===== src/rtl/inmem_burst_port.sv =====
// Burst engine in front of one port of an inferred block RAM.
// Write bursts pass each accepted beat straight to the memory port; read bursts
// issue addresses under a credit limit so the RD_LAT+1 deep return FIFO can
// never overflow, whatever the consumer does with rd_ready.
module inmem_burst_port #(
  parameter int DATA_W = 32,
  parameter int ADDR_W = 14,
  parameter int LEN_W  = 8,
  parameter int RD_LAT = 1
) (
  input  logic              clk,
  input  logic              rst,
  input  logic              cmd_valid,
  output logic              cmd_ready,
  input  logic [ADDR_W-1:0] cmd_addr,
  input  logic [LEN_W-1:0]  cmd_len,
  input  logic              cmd_we,
  input  logic [DATA_W-1:0] wr_data,
  input  logic              wr_valid,
  output logic              wr_ready,
  output logic [DATA_W-1:0] rd_data,
  output logic              rd_valid,
  input  logic              rd_ready,
  output logic              done,
  output logic              mem_en_o,
  output logic              mem_we_o,
  output logic [ADDR_W-1:0] mem_addr_o,
  output logic [DATA_W-1:0] mem_data_o,
  input  logic [DATA_W-1:0] mem_data_i
);

  localparam int DEPTH = RD_LAT + 1;
  localparam int PTR_W = $clog2(DEPTH);
  localparam int OCC_W = $clog2(DEPTH + 1);

  typedef enum logic [1:0] {IDLE, WRITE, READ, DRAIN} state_t;

  state_t             state;
  logic [ADDR_W-1:0]  cur_addr;
  logic [LEN_W-1:0]   len_q;
  logic [LEN_W-1:0]   beat_cnt;
  logic [LEN_W-1:0]   pop_cnt;

  logic [RD_LAT-1:0]  rd_pipe;
  logic [OCC_W-1:0]   inflight;
  logic [OCC_W-1:0]   occ;
  logic [PTR_W-1:0]   head;
  logic [PTR_W-1:0]   tail;
  logic [DATA_W-1:0]  fifo_mem [DEPTH];

  logic               rd_issued;
  logic               push;
  logic               pop;
  logic               issue;
  logic [OCC_W:0]     used;
  logic [OCC_W:0]     limit;

  function automatic logic [PTR_W-1:0] next_ptr(input logic [PTR_W-1:0] p);
    return (p == PTR_W'(DEPTH - 1)) ? '0 : p + 1'b1;
  endfunction

  assign cmd_ready = (state == IDLE);
  assign wr_ready  = (state == WRITE);
  assign rd_valid  = (occ != '0);
  assign rd_data   = fifo_mem[head];

  assign rd_issued = mem_en_o & ~mem_we_o;
  assign push      = rd_pipe[RD_LAT-1];
  assign pop       = rd_valid & rd_ready;

  // A beat popped this cycle frees its slot in time for a read issued now.
  assign used  = {1'b0, inflight} + {1'b0, occ};
  assign limit = (OCC_W+1)'(DEPTH) + {{OCC_W{1'b0}}, pop};
  assign issue = (state == READ) && (used < limit);

  // Read-return timing pipeline: the tap at RD_LAT-1 marks the cycle mem_data_i is valid.
  genvar gi;
  generate
    for (gi = 0; gi < RD_LAT; gi++) begin : g_lat
      if (gi == 0) begin : g_first
        // First stage samples the cycle a read is presented to the memory.
        always_ff @(posedge clk or posedge rst) begin
          if (rst) rd_pipe[gi] <= 1'b0;
          else     rd_pipe[gi] <= rd_issued;
        end
      end else begin : g_next
        // Later stages delay the marker one cycle each.
        always_ff @(posedge clk or posedge rst) begin
          if (rst) rd_pipe[gi] <= 1'b0;
          else     rd_pipe[gi] <= rd_pipe[gi-1];
        end
      end
    end
  endgenerate

  // Credit and FIFO bookkeeping; reset also forgets any reads still in flight.
  always_ff @(posedge clk or posedge rst) begin
    if (rst) begin
      inflight <= '0;
      occ      <= '0;
      head     <= '0;
      tail     <= '0;
    end else begin
      inflight <= inflight + OCC_W'(issue) - OCC_W'(push);
      occ      <= occ + OCC_W'(push) - OCC_W'(pop);
      if (push) tail <= next_ptr(tail);
      if (pop)  head <= next_ptr(head);
    end
  end

  // Return FIFO storage, written only at the capture point.
  always_ff @(posedge clk) begin
    if (push) fifo_mem[tail] <= mem_data_i;
  end

  // Burst sequencer with registered memory-port and done outputs.
  always_ff @(posedge clk or posedge rst) begin
    if (rst) begin
      state      <= IDLE;
      cur_addr   <= '0;
      len_q      <= '0;
      beat_cnt   <= '0;
      pop_cnt    <= '0;
      done       <= 1'b0;
      mem_en_o   <= 1'b0;
      mem_we_o   <= 1'b0;
      mem_addr_o <= '0;
      mem_data_o <= '0;
    end else begin
      done     <= 1'b0;
      mem_en_o <= 1'b0;
      mem_we_o <= 1'b0;
      case (state)
        IDLE: begin
          if (cmd_valid) begin
            cur_addr <= cmd_addr;
            len_q    <= cmd_len;
            beat_cnt <= '0;
            pop_cnt  <= '0;
            state    <= cmd_we ? WRITE : READ;
          end
        end
        WRITE: begin
          if (wr_valid) begin
            mem_en_o   <= 1'b1;
            mem_we_o   <= 1'b1;
            mem_addr_o <= cur_addr;
            mem_data_o <= wr_data;
            cur_addr   <= cur_addr + 1'b1;
            beat_cnt   <= beat_cnt + 1'b1;
            if (beat_cnt == len_q) begin
              state <= IDLE;
              done  <= 1'b1;
            end
          end
        end
        READ: begin
          if (issue) begin
            mem_en_o   <= 1'b1;
            mem_addr_o <= cur_addr;
            cur_addr   <= cur_addr + 1'b1;
            beat_cnt   <= beat_cnt + 1'b1;
            if (beat_cnt == len_q) state <= DRAIN;
          end
          if (pop) pop_cnt <= pop_cnt + 1'b1;
        end
        DRAIN: begin
          if (pop) begin
            pop_cnt <= pop_cnt + 1'b1;
            if (pop_cnt == len_q) begin
              state <= IDLE;
              done  <= 1'b1;
            end
          end
        end
        default: state <= IDLE;
      endcase
    end
  end

endmodule

===== config.mk =====
export PLATFORM = sky130hd
export DESIGN_NAME = inmem_burst_port
export DESIGN_NICKNAME = d
export VERILOG_FILES = /design/src/rtl/inmem_burst_port.sv
export SDC_FILE = /design/constraint.sdc
export NUM_CORES = 1
export LEC_CHECK = 0
export CORE_ASPECT_RATIO = 2
export CORE_MARGIN = 2
export CORE_UTILIZATION = 65
export DETAILED_ROUTE_END_ITERATION = 16
export DONT_BUFFER_PORTS = 1
export PLACE_DENSITY_LB_ADDON = 0.25
export SYNTH_ARGS = -nofsm -noshare
export SYNTH_HDL_FRONTEND = slang
export SYNTH_SLANG_ARGS = --single-unit

===== constraint.sdc =====
create_clock -name clk -period 7.4 [get_ports clk]
set_input_delay 1.48 -clock clk [delete_from_list [all_inputs] [get_ports clk]]
set_output_delay 1.48 -clock clk [all_outputs]
set_load 0.005 [all_outputs]

* Word level (Yosys, flattened, before mapping) *
Memories as Yosys holds them, arrays and structs flattened.
Cells that the tools add are included.
Widths: inputs -> output; s select.

cells by class
  mux-type cells = 35
  equality and inequality tests = 13
  div/mod/pow operators = 0
  add/sub/neg operators = 11
  shift operators = 0
  reduce and logical (&&, ||, !) cells = 13
  multiply operators = 0
  $lt $le $gt $ge = 1
  bitwise gates (word level) = 3

operators by type and width
  cell                   count
  $mux 14                5
  $pmux 14 s3            1
  $mux 8                 4
  $pmux 14 s2            1
  $pmux 8 s3             1
  $add 8x1->8 const B    2
  $eq 8x8->1             2
  $mux 2                 8
  $pmux 8 s2             1
  $add 14x1->14 const B  1
  $mux 1                 11
  $ne 2x2->1 const B     5
  $pmux 2 s4             1
  $reduce_and 7->1       1
  $ne 2x1->1 const B     3
  $reduce_and 3->1       2
  $reduce_bool 2->1      3
  $add 2x1->2            2
  $eq 2x2->1 const B     2
  $pmux 1 s2             2
  $reduce_and 2->1       2
  $reduce_and 4->1       1
  $sub 2x1->2            2
  $add 2x1->3 const A    1
  other kinds (10)       12

storage, ports and cells
  bits in registers = 96
  memory bits (read-only) = 0
  input bits = 92
  bits in writable memories = 64
  latch bits = 0
  memories kept = 1
  logic and storage cells = 92

memories
  memory    words  bits a word  read ports  clocked after memory_dff  write ports  line  text
  fifo_mem  2      32           1           0                         1            49    logic [DATA_W-1:0] fifo_mem [DEPTH];

* Longest topological paths before layout *
  word-level depth = 7
  mapped depth = 9
  gate-level depth less buffers = 9

* Worst setup path after synthesis *
OpenSTA, ideal clock, no wires.

  kind = reg2out
  start = register head
  end = output rd_data[22]
  buffers on the path = 2
  data required time = 5.920 ns
  stages on the path, launching flop included = 4
  setup slack = 4.677 ns
  arrival = 1.243 ns
  path through = dfrtp_1 > clkbuf_1 > clkbuf_1 > mux2_2

on the way
  longest elaborated chain between the ends = 1

ends and longest elaborated chain
  item                    line  text
  from (decl)             47    logic [PTR_W-1:0] head;
  from (signal assigned)  107   if (pop) head <= next_ptr(head);
  $mem_v2 2x32            n/a
  to (decl)               21    output logic [DATA_W-1:0] rd_data,

No other way between the ends.

* Worst setup path after layout *
  start = register head
  end = output rd_data[17]

Same word-level chain as after synthesis.

==> reports/metrics.cfg <==
[run_status]
outcome = complete, no violations

[power]
cellPowerDensity_mw_per_mm2 = 459
seq_power_share_pct = 42.2
swShare_pct = 35.0
combPwrFrac_pct = 32.9
p_total_mw = 3.44
cellLeakagePower_nw = 2.98
p_int_mw = 2.24
switchingPower_mw = 1.20
clock_power_share_pct = 24.9
ir_worst_vdd_mv = 0.345

[place]
gp_congestion = 0.811
detailedPlace.worstSlack_ns = 4.08
dp_hpwl_mm = 9.53
port-buffer-count = 0
dp.cells = 607

[synth]
synth-async-reset-ratio_pct = 60.0
syn_area_per_cell_um2 = 13.9
synth_edf_count = 64
synth_top_flop_cell = dfrtp_1
synth_seq_cells = 160
synth_area_leaders = dfrtp_1 35%, edfxtp_1 28%, mux2_2 14%
yosysSeqAreaShare_pct = 63.7
synth_top_area_cell = dfrtp_1
synthesis.instances = 487
synth_fp_nets = 592
synth_area_mm2 = 0.00679
yosys.area.top_type_share_pct = 35.4
ys_warn_count = 0
synth_cell_types = 45

[worst_setup_path]
cp-start-kind = flip-flop
end_kind = output port
critPathArrivalTime_ns = 1.57
rrSetupSlack_ns = 4.53
path_class = reg -> out
r2r-end = beat_cnt[7]$_DFFE_PP0P_
ff2ff_path_depth = 6
cp.required_ns = 5.92
cp_max_fo = 32
r2r_start = occ[0]$_DFF_PP0_

[die]
die_y_um = 148
die_w_um = 76.2
io_pins = 176
start_util_pct = 66.9
dieArea_mm2 = 0.0113
num_rows = 52
core-area_mm2 = 0.0101

[sta]
clock_skew_ns = 0.0111
fin_ws_ns = 4.35
setup-tns-final_ns = 0
min_period_ns = 3.05
rsz0062_at_grt = false
finalHoldViolations = 0
finalCritPeriodShare_pct = 41.3
finalSetupViolCount = 0
worst_slew_pin_slew_ns = 0.802
timing.fmax_mhz = 328
slew_viol_final = 0
relSlewSlack_pct = 46.5

[global_route]
use_met2_pct = 43.3
grt-ovfl-total = 0
use_met1_pct = 25.8
antenna_found_initial = 0
grt_pass1_vias = 4173
grt_use_total_pct = 24.3
use_met3_pct = 7.28
grt_start_max_net_pins = 65
grt_pass1_wl_mm = 21.1
top_usage_layer = met2

[clocking]
postCtsSetupRepairBufs = 0
cts-buffers-inserted = 17
clock_path_buffers = 2
root_buffer = clkbuf_16
cts_hold_buf = 0
clock_sinks = 160
cts.htree.levels = 4
clk_pin_slew_ns = 0.06
cts_resized = 0
cts_tree = done
clock_latency_ns = 0.42

[hold_path]
hold_end = head$_DFFE_PP0P_
hold_start = head$_DFFE_PP0P_
hold_path_depth = 1
worstHoldPathType = reg -> reg

[cells_and_area]
layoutNonFillerInstCount = 639
syn_to_final_growth_pct = 10.5
nFillCells = 680
fin_nets = 596
drive_gt1_share_pct = 26.0
n_antenna_cell = 0

[run]
maxCapViolCount = 0

[routing]
drtIter0Drc = 145
vias_per_cell = 6.06
first_pass_iters = 4
wire_per_inst_um = 20.7
drc = 0
vias = 3873
ant_nets = 0
routed_wl_mm = 13.2

[routing by layer]
| layer | vias to the layer above | share of wire [%] |
|---|---|---|
| li1 | 1779 | - |
| met1 | 1911 | 34 |
| met2 | 150 | 56 |
| met3 | 33 | 6.8 |
| met4 | 0 | 3.0 |
| met5 | - | 0 |
[cells by family (layout without fill, tap and decap cells)]
logic type	count (synthesis)	count (layout)	share of synthesized area (%)
flip-flops	160	160	63.7
multiplexers	91	91	15.0
AND/OR/NAND/NOR	91	91	6.75
AO/OA/AOI/OAI	72	72	6.58
buffers and inverters	34	51	2.07
XOR/XNOR	26	26	3.36
adder cells (fa/ha/maj)	13	13	2.51
[through the flow]
| stage | utilization (%) | hold WS (ns) | cell area (µm²) |
|---|---|---|---|
| 6_report | 73.9 | 0.475 | 7500 |
| 5_1_grt | 73.9 | 0.516 | 7500 |
| 4_1_cts | 73.9 | 0.486 | 7500 |
| 3_5_place_dp | 68.1 | 0.473 | 6910 |
| 3_3_place_gp | 68.1 | 0.466 | 6910 |
| 2_1_floorplan | - | 0.427 | 6790 |
[power groups by stage]
stage          registers, mW  logic [mW]  clock network [mW]
5_1_grt                 1.48        1.26               0.908
2_1_floorplan           1.38       0.971                   0
6_report                1.45        1.13               0.856
3_3_place_gp            1.45        1.07                   0
3_5_place_dp            1.47        1.13                   0
4_1_cts                 1.45        1.14               0.872
[layout by cell type (no fill, tap or decap), types with 5 or more instances in the layout]
cell type and count:
nand3_1 11, mux2_2 86, a2bb2oi_1 5, nand2_1 37
o22ai_1 8, buf_4 6, clkbuf_16 17, edfxtp_1 64
o21ai_0 19, dfrtp_1 96, a21oi_1 23, xor2_1 19
xnor2_1 7, nor2_1 7, ha_1 12, mux2i_1 5
inv_1 12, and3_1 6
[area by class of cell]
class                      instances  area [µm²]  share of cell area (%)
clock inverter                    14         158                    2.10
multi-input combinational        293        2320                    31.0
clock buffer                      18         429                    5.72
sequential                       160        4320                    57.7
tap                              135         169                    2.25
inverter                          13        50.0                   0.667
timing repair buffer               6        45.0                   0.601
[sequential cells by signal (all words and copies together), names as in the netlist, 2 cells and up]
signal and flops:
inflight 2, mem_addr_o 14, fifo_mem 64, occ 2, pop_cnt 8, mem_data_o 32
len_q 8, cur_addr 14, state 2, beat_cnt 8
[worst max-delay path: stages (launching register included)]
cell     delay, ns
dfrtp_1       0.36
buf_4         0.37
mux2_2        0.41
[synth_stat cells, types with 2 or more instances]
| cell type | instances |
|---|---|
| nand4b_1 | 3 |
| mux2_2 | 86 |
| nor2_1 | 8 |
| a2bb2oi_1 | 5 |
| xor2_1 | 19 |
| nand4_1 | 3 |
| ha_1 | 12 |
| nor2b_1 | 2 |
| nand2b_1 | 2 |
| o32ai_1 | 2 |
| o211ai_1 | 4 |
| inv_1 | 13 |
| and3_1 | 6 |
| a21oi_1 | 23 |
| edfxtp_1 | 64 |
| o22ai_1 | 8 |
| o31ai_1 | 2 |
| clkbuf_1 | 15 |
| or3_1 | 3 |
| nor3_1 | 4 |
| nand3_1 | 11 |
| xnor2_1 | 7 |
| or2_2 | 2 |
| mux2i_1 | 5 |
| nor3_2 | 2 |
| o21ai_0 | 19 |
| nand2_1 | 37 |
| nor4_1 | 4 |
| buf_2 | 4 |
| dfrtp_1 | 96 |
| a31oi_1 | 2 |
[worst max-delay path by stage]
stage	slack [ns]	start	to	cells after the start
2_1_floorplan	3.41	rst	beat_cnt[0]$_DFFE_PP0P_	1
3_3_place_gp	4.24	rd_ready	beat_cnt[7]$_DFFE_PP0P_	5
3_5_place_dp	4.08	rd_ready	beat_cnt[7]$_DFFE_PP0P_	5
4_1_cts	4.31	head$_DFFE_PP0P_	rd_data[28]	2
5_1_grt	4.19	rd_ready	beat_cnt[7]$_DFFE_PP0P_	5
6_report	4.35	head$_DFFE_PP0P_	rd_data[17]	2
Note: power is estimated with default switching activity, not from simulation.
